$ cat src/rtl/itch_pkg.sv
`default_nettype none
// ============================================================================
// Module      : itch_pkg
// Description : Shared constants for the ITCH message dispatcher: message type
//               bytes, expected message lengths (type byte included), one-hot
//               decoder indices and the assembly buffer size.
// Revision    : 1.0 - initial release
// ============================================================================
package itch_pkg;

    // Assembly buffer depth in bytes; the byte counter only needs enough
    // bits to address this buffer.
    localparam int MAX_MSG_BYTES = 64;
    localparam int CNT_BITS      = $clog2(MAX_MSG_BYTES);

    typedef logic [CNT_BITS-1:0] len_t;

    // Message type bytes (ASCII)
    localparam logic [7:0] TYPE_ADD_ORDER      = 8'h41; // 'A'
    localparam logic [7:0] TYPE_ORDER_CANCEL   = 8'h58; // 'X'
    localparam logic [7:0] TYPE_ORDER_DELETE   = 8'h44; // 'D'
    localparam logic [7:0] TYPE_ORDER_REPLACE  = 8'h55; // 'U'
    localparam logic [7:0] TYPE_ORDER_EXECUTED = 8'h45; // 'E'

    // Expected total lengths, including the type byte
    localparam len_t LEN_ADD_ORDER      = len_t'(36);
    localparam len_t LEN_ORDER_CANCEL   = len_t'(23);
    localparam len_t LEN_ORDER_DELETE   = len_t'(19);
    localparam len_t LEN_ORDER_REPLACE  = len_t'(35);
    localparam len_t LEN_ORDER_EXECUTED = len_t'(31);

    // Bit positions in the one-hot dispatch vector
    localparam int IDX_ADD_ORDER      = 0;
    localparam int IDX_ORDER_CANCEL   = 1;
    localparam int IDX_ORDER_DELETE   = 2;
    localparam int IDX_ORDER_REPLACE  = 3;
    localparam int IDX_ORDER_EXECUTED = 4;

endpackage : itch_pkg
`default_nettype wire

$ cat src/rtl/itch_type_lookup.sv
`default_nettype none
// ============================================================================
// Module      : itch_type_lookup
// Description : Combinational decode of an ITCH type byte into a known flag,
//               the expected message length and the one-hot decoder select.
// Ports       : type_byte  in   first byte of a message
//               known      out  type byte is one of the dispatched types
//               exp_len    out  expected length in bytes (0 when unknown)
//               onehot     out  decoder select (0 when unknown)
// Revision    : 1.0 - initial release
// ============================================================================
module itch_type_lookup
    import itch_pkg::*;
#(
    parameter int NUM_DEC = 5
) (
    input  logic [7:0]         type_byte,
    output logic               known,
    output logic [5:0]         exp_len,
    output logic [NUM_DEC-1:0] onehot
);

    always_comb begin
        known   = 1'b1;
        exp_len = '0;
        onehot  = '0;
        case (type_byte)
            TYPE_ADD_ORDER: begin
                exp_len                   = LEN_ADD_ORDER;
                onehot[IDX_ADD_ORDER]     = 1'b1;
            end
            TYPE_ORDER_CANCEL: begin
                exp_len                   = LEN_ORDER_CANCEL;
                onehot[IDX_ORDER_CANCEL]  = 1'b1;
            end
            TYPE_ORDER_DELETE: begin
                exp_len                   = LEN_ORDER_DELETE;
                onehot[IDX_ORDER_DELETE]  = 1'b1;
            end
            TYPE_ORDER_REPLACE: begin
                exp_len                   = LEN_ORDER_REPLACE;
                onehot[IDX_ORDER_REPLACE] = 1'b1;
            end
            TYPE_ORDER_EXECUTED: begin
                exp_len                     = LEN_ORDER_EXECUTED;
                onehot[IDX_ORDER_EXECUTED]  = 1'b1;
            end
            default: begin
                known = 1'b0;
            end
        endcase
    end

endmodule : itch_type_lookup
`default_nettype wire

$ cat src/rtl/itch_msg_dispatcher.sv
`default_nettype none
// ============================================================================
// Module      : itch_msg_dispatcher
// Description : Assembles an ITCH byte stream MSB-first into a 512-bit payload,
//               checks the length against the per-type expected length and
//               hands the message to one decoder with a one-hot valid/ready
//               handshake. Malformed messages are dropped and counted.
// Ports       : clk, rst_n       clock, synchronous active-low reset
//               in_valid/in_ready/in_byte/in_last   byte stream input
//               payload          assembled message, byte i at [511-8i -: 8]
//               dec_valid        one-hot dispatch (A,X,D,U,E = bit0..bit4)
//               out_ready        decoder bank accepts the dispatch
//               length_error     one-cycle pulse on a length mismatch
//               unknown_type     one-cycle pulse on an unrecognised type
//               msg_count        messages dispatched (wraps)
//               drop_count       messages dropped (wraps)
// Revision    : 1.0 - initial release
// ============================================================================
module itch_msg_dispatcher
    import itch_pkg::*;
#(
    parameter int NUM_DEC = 5,
    parameter int CNT_W   = 16
) (
    input  logic               clk,
    input  logic               rst_n,
    input  logic               in_valid,
    input  logic [7:0]         in_byte,
    input  logic               in_last,
    output logic               in_ready,
    output logic [511:0]       payload,
    output logic [NUM_DEC-1:0] dec_valid,
    input  logic               out_ready,
    output logic               length_error,
    output logic               unknown_type,
    output logic [CNT_W-1:0]   msg_count,
    output logic [CNT_W-1:0]   drop_count
);

    localparam logic [1:0] ST_IDLE     = 2'd0;
    localparam logic [1:0] ST_COLLECT  = 2'd1;
    localparam logic [1:0] ST_DISPATCH = 2'd2;
    localparam logic [1:0] ST_DROP     = 2'd3;

    logic [1:0]         r_state;
    logic [511:0]       r_payload;
    logic [NUM_DEC-1:0] r_dec_valid;
    logic [NUM_DEC-1:0] r_onehot;
    len_t               r_cnt;
    len_t               r_exp_len;
    logic               r_length_error;
    logic               r_unknown_type;
    logic [CNT_W-1:0]   r_msg_count;
    logic [CNT_W-1:0]   r_drop_count;

    logic               w_known;
    logic [5:0]         w_exp_len;
    logic [NUM_DEC-1:0] w_onehot;
    logic               w_accept;
    len_t               w_cnt_next;
    logic               w_at_len;
    logic [8:0]         w_wr_msb;

    itch_type_lookup #(
        .NUM_DEC   (NUM_DEC)
    ) u_type_lookup (
        .type_byte (in_byte),
        .known     (w_known),
        .exp_len   (w_exp_len),
        .onehot    (w_onehot)
    );

    always_comb begin
        in_ready   = (r_state != ST_DISPATCH);
        w_accept   = in_valid && in_ready;
        w_cnt_next = r_cnt + len_t'(1);
        // True when the byte being accepted is the last one the type allows.
        w_at_len   = (w_cnt_next == r_exp_len);
        // MSB of byte slot r_cnt: 511 - 8*r_cnt
        w_wr_msb   = 9'd511 - {r_cnt, 3'b000};
    end

    always_ff @(posedge clk) begin
        if (!rst_n) begin
            r_state        <= ST_IDLE;
            r_payload      <= '0;
            r_dec_valid    <= '0;
            r_onehot       <= '0;
            r_cnt          <= '0;
            r_exp_len      <= '0;
            r_length_error <= 1'b0;
            r_unknown_type <= 1'b0;
            r_msg_count    <= '0;
            r_drop_count   <= '0;
        end else begin
            // Error flags are single-cycle pulses.
            r_length_error <= 1'b0;
            r_unknown_type <= 1'b0;

            case (r_state)
                ST_IDLE: begin
                    if (w_accept) begin
                        r_payload <= {in_byte, 504'd0};
                        r_cnt     <= len_t'(1);
                        if (!w_known) begin
                            r_unknown_type <= 1'b1;
                            r_drop_count   <= r_drop_count + CNT_W'(1);
                            r_state        <= in_last ? ST_IDLE : ST_DROP;
                        end else if (in_last) begin
                            r_length_error <= 1'b1;
                            r_drop_count   <= r_drop_count + CNT_W'(1);
                            r_state        <= ST_IDLE;
                        end else begin
                            r_exp_len <= w_exp_len;
                            r_onehot  <= w_onehot;
                            r_state   <= ST_COLLECT;
                        end
                    end
                end

                ST_COLLECT: begin
                    if (w_accept) begin
                        r_payload[w_wr_msb -: 8] <= in_byte;
                        r_cnt                    <= w_cnt_next;
                        if (in_last && w_at_len) begin
                            r_dec_valid <= r_onehot;
                            r_state     <= ST_DISPATCH;
                        end else if (in_last || w_at_len) begin
                            // Short (last too early) or long (no last at the
                            // expected length); a long message drains in DROP.
                            r_length_error <= 1'b1;
                            r_drop_count   <= r_drop_count + CNT_W'(1);
                            r_state        <= in_last ? ST_IDLE : ST_DROP;
                        end
                    end
                end

                ST_DISPATCH: begin
                    if (out_ready) begin
                        r_dec_valid <= '0;
                        r_msg_count <= r_msg_count + CNT_W'(1);
                        r_state     <= ST_IDLE;
                    end
                end

                ST_DROP: begin
                    if (w_accept && in_last) begin
                        r_state <= ST_IDLE;
                    end
                end

                default: begin
                    r_state <= ST_IDLE;
                end
            endcase
        end
    end

    always_comb begin
        payload      = r_payload;
        dec_valid    = r_dec_valid;
        length_error = r_length_error;
        unknown_type = r_unknown_type;
        msg_count    = r_msg_count;
        drop_count   = r_drop_count;
    end

endmodule : itch_msg_dispatcher
`default_nettype wire
$ cat config.mk
export PLATFORM = sky130hd
export DESIGN_NAME = itch_msg_dispatcher
export DESIGN_NICKNAME = d
export VERILOG_FILES = /design/src/rtl/itch_pkg.sv /design/src/rtl/itch_type_lookup.sv /design/src/rtl/itch_msg_dispatcher.sv
export SDC_FILE = /design/constraint.sdc
export NUM_CORES = 1
export LEC_CHECK = 0
export ABC_AREA = 1
export ABC_CLOCK_PERIOD_IN_PS = 8300
export BUFFER_PORTS_ARGS = -buffer_cell sky130_fd_sc_hd__buf_4
export CORE_MARGIN = 8
export CORE_UTILIZATION = 50
export DETAILED_ROUTE_END_ITERATION = 8
export GPL_TIMING_DRIVEN = 0
export HOLD_SLACK_MARGIN = 0.02
export PLACE_DENSITY = 0.77
export RECOVER_POWER = 100
export SLEW_MARGIN = 20
export SYNTH_ARGS = -nofsm -noshare
export SYNTH_HDL_FRONTEND = slang
export SYNTH_SLANG_ARGS = --single-unit
$ cat constraint.sdc
create_clock -name clk -period 8.3 [get_ports clk]
set_clock_uncertainty 0.1 [all_clocks]
set_input_delay 1.245 -clock clk [delete_from_list [all_inputs] [get_ports clk]]
set_output_delay 1.245 -clock clk [all_outputs]
set_load 0.1 [all_outputs]
==> flow_summary.ini, run 1 <==
[global_routing]
grt_use_total_pct = 37.9
grt_pass1_vias = 23535
grt_overflow = 0
grt_pass1_wl_um = 153000
grt_max_degree = 15
met1_usage_pct = 48.1
grt_util_met2_pct = 57.9
antenna_found_initial = 3
use_met3_pct = 10.9
grt-busiest-layer = met2

[logic_synthesis]
synth_nets = 3130
ys_seq_elements = 569
synth_edf_count = 0
async_flop_share_pct = 0
yosys.cell_types.count = 41
ys_seq_area_share_pct = 49.6
syn-cell-area_mm2 = 0.0230
syn_avg_cell_area_um2 = 7.39
synth_top_area_share_pct = 49.6
yosys-top-cells-area = dfxtp_1 50%, nand2_1 13%, a21oi_1 12%
yosysTopAreaCell = dfxtp_1
postSynthCellCount = 3106
synth_ff_type = dfxtp_1
synth_warnings = 0

[placement]
place_hpwl_um = 80700
gp_congestion = 1.03
dp_cells = 4269
port_buffers = 563

[power_and_ir_drop]
seqPwrFrac_pct = 38.7
power_switching_mw = 2.56
combPwrFrac_pct = 22.2
p_leak_nw = 9.09
max-vdd-ir-drop_mv = 0.143
power_per_cell_area_mw_per_mm2 = 260
intPower_mw = 4.65
pwr-share-clk_pct = 39.2
switching_share_pct = 35.5

[critical_path]
worst_path_largest_cell_delay_ns = 0.82
startpoint_type = flop
cpLargestDelayFamily = buffers and inverters
crit_fanout = 10
path_buf_inv = 5
cp.arrival_ns = 5.87
path_cells = clkbuf_1, clkinvlp_2, nor2_1, clkinvlp_2, nor2_1, inv_1, clkbuf_1, nor3_1, nand3_1, a21oi_1
cp-end-kind = flop
slowest_stage = clkinvlp_2
cp.required_ns = 8.75
reg2reg_slack_ns = 2.88
critical_path_class = reg2reg

[detailed_routing]
viasPerCell = 5.90
drcViolationCount = 0
drt_iter0_drc = 3358
wirelength_um = 107000
antenna_left = 0
wl_per_cell_um = 24.5
dr_total_vias = 25817
first_pass_iters = 6

[timing]
max_freq_ghz = 0.185
fin_crit_sh_pct = 65.2
setup_violations = 0
min_period_ns = 5.42
rsz0062_at_grt = false
worst_slew_pin_slew_ns = 1.36
maxSlewViolCount = 0
hold_viol_final = 0
maxSlewHeadroom_pct = 9.65
fin_setup_tns_ns = 0

[layout]
nNetsFinal = 3753
area_growth_pct = 20.6
final_util_pct = 61.0
nFillCells = 4757
final_cells = 4374
layout-drive-gt1-share_pct = 5.17

[clocking]
cts_tree = built
cts-root-buf = clkbuf_16
h-tree-depth = 2
clk_latency_ns = 0.62
clock_sinks = 569
postCtsHoldBufs = 0
cts_buffer_depth = 3
ctsResizeCount = 0
cts_buffers = 58
cts.clk_slew.worst_paths_ns = 0.07
cts_setup_buffers = 0

[run]
maxCapViolCount = 0

[floorplanning]
die_area_mm2 = 0.0530
die_h_um = 230
core-area_mm2 = 0.0454
ioPinCount = 565
start_util_pct = 50.6
num_rows = 78
die_w_um = 230

[run_status]
outcome = finished, final reports clean

[hold_path]
min_path_type = reg2reg
[cell type report]
class	instances	area [um^2]	share of cell area, %
sequential	569	11400	41.1
multi-input combinational	2250	10200	36.7
timing repair buffer	563	2150	7.77
clock buffer	77	1690	6.09
tap	600	751	2.71
buffer	158	703	2.54
inverter	129	489	1.77
clock inverter	27	355	1.28
antenna	1	2.50	0.00904
[worst reg2reg max path, stage by stage (launching register included)]
cell and delay [ns]:
dfxtp_1 0.31, clkbuf_1 0.44, clkinvlp_2 0.45, nor2_1 0.67, clkinvlp_2 0.83, nor2_1 0.82
inv_1 0.37, clkbuf_1 0.40, nor3_1 0.61, nand3_1 0.17, a21oi_1 0.19
[cell usage after synthesis (3+ instances only)]
cell / n
nand2_1: 822
dfxtp_1: 569
a21oi_1: 551
nand3_1: 409
nor2_1: 236
inv_1: 116
clkbuf_1: 83
buf_2: 55
o21ai_1: 54
nor3_1: 41
nand4_1: 31
o21ai_0: 29
nor3_2: 23
buf_4: 14
ha_1: 11
nor2_2: 10
inv_2: 8
or2_2: 4
xor2_1: 4
buf_6: 3
nor2_8: 3
[sequential cells by signal, summed over array words and instances, names as in the netlist]
| signal | cells |
|---|---|
| dec_valid | 5 |
| drop_count | 16 |
| length_error | 1 |
| msg_count | 16 |
| payload | 512 |
| r_cnt | 6 |
| r_exp_len | 5 |
| r_onehot | 5 |
| r_state | 2 |
| unknown_type | 1 |
[placed cells by master (no fill, tap or decap), drive strengths merged]
| cell type | instances |
|---|---|
| a211oi | 1 |
| a21oi | 552 |
| a31oi | 1 |
| and2 | 2 |
| buf | 65 |
| bufinv | 8 |
| clkbuf | 733 |
| clkinv | 15 |
| clkinvlp | 7 |
| dfxtp | 569 |
| diode | 1 |
| ha | 11 |
| inv | 126 |
| nand2 | 826 |
| nand3 | 411 |
| nand4 | 32 |
| nor2 | 251 |
| nor3 | 64 |
| nor3b | 1 |
| nor4 | 3 |
| o211a | 1 |
| o21ai | 83 |
| or2 | 6 |
| xnor2 | 1 |
| xor2 | 4 |
[layer usage]
layer  vias up  share of wire (%)
li1      11624                  -
met1     12053                 38
met2      1786                 44
met3       348                 12
met4         6                6.0
met5         -              0.036
[final timing paths]
check / from / end / depth (start not counted)
hold reg to reg: payload[497] / payload[497] / 2
hold / removal: payload[497] / payload[497] / 2
setup / recovery: r_state[0] / payload[191] / 10
setup reg to reg: r_state[0] / payload[191] / 10
[through the flow]
stage               hold slack (ns)  setup slack, ns  cell area (um^2)  power (mW)
floorplan                     0.331             5.22             23000        3.85
global placement              0.350             4.44             27900        4.44
detailed placement            0.353             4.41             27900        4.45
CTS                           0.363             4.40             30000        7.21
global route                  0.373             2.75             27700        7.36
finish                        0.362             2.88             27700        7.21
[cells by family (layout without fill, tap and decap cells)]
logic type      count (synthesis)  in the layout  share of synthesized area, %
fa+ha+maj                      11             11                         0.599
simple gates                 1596           1596                          30.3
compound gates                638            638                          14.0
xor+xnor                        5              5                         0.191
other cells                     0              1                             0
buf+inv                       287            954                          5.38
flops                         569            569                          49.6
[power by group through the flow]
stage | Clock, mW | Combinational (mW) | Sequential, mW
after global placement | 0 | 1.59 | 2.85
after CTS | 2.81 | 1.60 | 2.79
final | 2.83 | 1.60 | 2.79
after detailed placement | 0 | 1.60 | 2.85
after floorplan | 0 | 0.842 | 3.00
after global routing | 2.92 | 1.65 | 2.79
Power figures use the tool's default switching activity.
==> run 2: changes to the inputs <==
Settings changed: ABC_CLOCK_PERIOD_IN_PS 8300 to 5500.
Clock period 8.3 ns to 5.5 ns, I/O delays scaled along.
==> flow_summary.ini, run 2 (synthesis gave the netlist of run 1 again) <==
[timing]
setup_violations = 0
maxSlewHeadroom_pct = 9.73
min_period_ns = 4.70
fin_crit_sh_pct = 85.5
rsz0062_at_grt = false
fin_setup_tns_ns = 0
maxSlewViolCount = 0
hold_slack_ns = 0.360
worst_slew_pin_slew_ns = 1.36
hold_viol_final = 0
max_freq_ghz = 0.213

[run_status]
outcome = finished, final reports clean

[floorplanning]
core-area_mm2 = 0.0454
num_rows = 78
start_util_pct = 50.6
die_area_mm2 = 0.0530
ioPinCount = 565
die_h_um = 230
die_w_um = 230

[power_and_ir_drop]
power.total_mw = 10.9
p_leak_nw = 9.12
power_per_cell_area_mw_per_mm2 = 392
max-vdd-ir-drop_mv = 0.216

[clocking]
clk_latency_ns = 0.63
cts_setup_buffers = 0
cts_buffers = 58
ctsResizeCount = 0
cts-root-buf = clkbuf_16
cts_buffer_depth = 3
clock_sinks = 569
postCtsHoldBufs = 0
cts_tree = built
cts.clk_slew.worst_paths_ns = 0.06
h-tree-depth = 2

[placement]
port_buffers = 563
place_hpwl_um = 80700
gp_congestion = 1.03

[layout]
area_growth_pct = 20.9
final_common_cell = nand2_1
final_util_pct = 61.2
nNetsFinal = 3753
layout-drive-gt1-share_pct = 5.35
largest_reg_flops = 512
final_cell_mix = 825 x nand2_1, 664 x clkbuf_1, 569 x dfxtp_1

[critical_path]
cp.arrival_ns = 5.16
crit_fanout = 10
startpoint_type = flop
cp.required_ns = 5.96
cp-end-kind = flop
critical_path_class = reg2reg

[detailed_routing]
wirelength_um = 107000
dr_total_vias = 25746
antenna_left = 0
drcViolationCount = 0
viasPerCell = 5.88
first_pass_iters = 7
wl_per_cell_um = 24.5
drt_iter0_drc = 3431

[global_routing]
antenna_found_initial = 3
grt_use_total_pct = 37.9
grt_overflow = 0
grt_max_degree = 15
grt_pass1_wl_um = 153000
grt_pass1_vias = 23535

[run]
maxCapViolCount = 0

[hold_path]
min_path_type = reg2reg
## run 2: changes by cell type in the layout (fill, tap and decap cells not counted), sizes merged
cell,previous run,this run
diode,1,2
buf,65,60
clkbuf,733,738
inv,126,127
clkinvlp,7,6
## run 2: worst max-delay path, cell delays in order (launching register included)
cell and delay [ns]:
dfxtp_1 0.31, clkbuf_1 0.42, clkinvlp_2 0.52, nand2_1 0.38, nand2_1 0.21, nor2_1 0.37, clkbuf_1 0.53, clkbuf_1 0.86
clkbuf_1 0.53, nand3_1 0.20, a21oi_1 0.20
## run 2: layout make-up
cell class                 count  area (um^2)
inverter                     129          490
sequential                   569        11400
clock buffer                  77         1690
antenna                        2         5.00
tap                          600          751
timing repair buffer         563         2150
multi-input combinational   2250        10300
fill                        4754        17600
buffer                       158          684
clock inverter                27          355
## run 2: stage by stage
| stage | instances | setup WS [ns] | instance area [um^2] |
|---|---|---|---|
| floorplan | 3106 | 2.42 | 23000 |
| global placement | 4269 | 1.64 | 27900 |
| detailed placement | 4269 | 1.61 | 27900 |
| CTS | 4373 | 1.60 | 30000 |
| global route | 4374 | 0.651 | 27800 |
| finish | 4375 | 0.798 | 27800 |
## run 2: path summary, 6_finish.rpt
path                            slack (ns)        start          end  cells after the start
worst min-delay path                  0.36  payload[15]  payload[15]                      2
worst max register to register        0.80   r_state[0]  payload[93]                     10
worst min register to register        0.36  payload[15]  payload[15]                      2
worst max-delay path                  0.80   r_state[0]  payload[93]                     10
## run 2: routing by layer
layer  up-vias  track usage, %  part of all wire, %
met3       348            10.9                   12
met2      1795            57.9                   44
li1      11632               -                    -
met5         -               0                0.017
met4         2            20.3                  6.1
met1     11969            48.1                   38
## run 2: where the power goes
| part | switching, mW | internal [mW] |
|---|---|---|
| Sequential | 0.0441 | 4.16 |
| Combinational | 2.09 | 0.327 |
| Clock | 1.74 | 2.52 |
| Total | 3.88 | 7.01 |
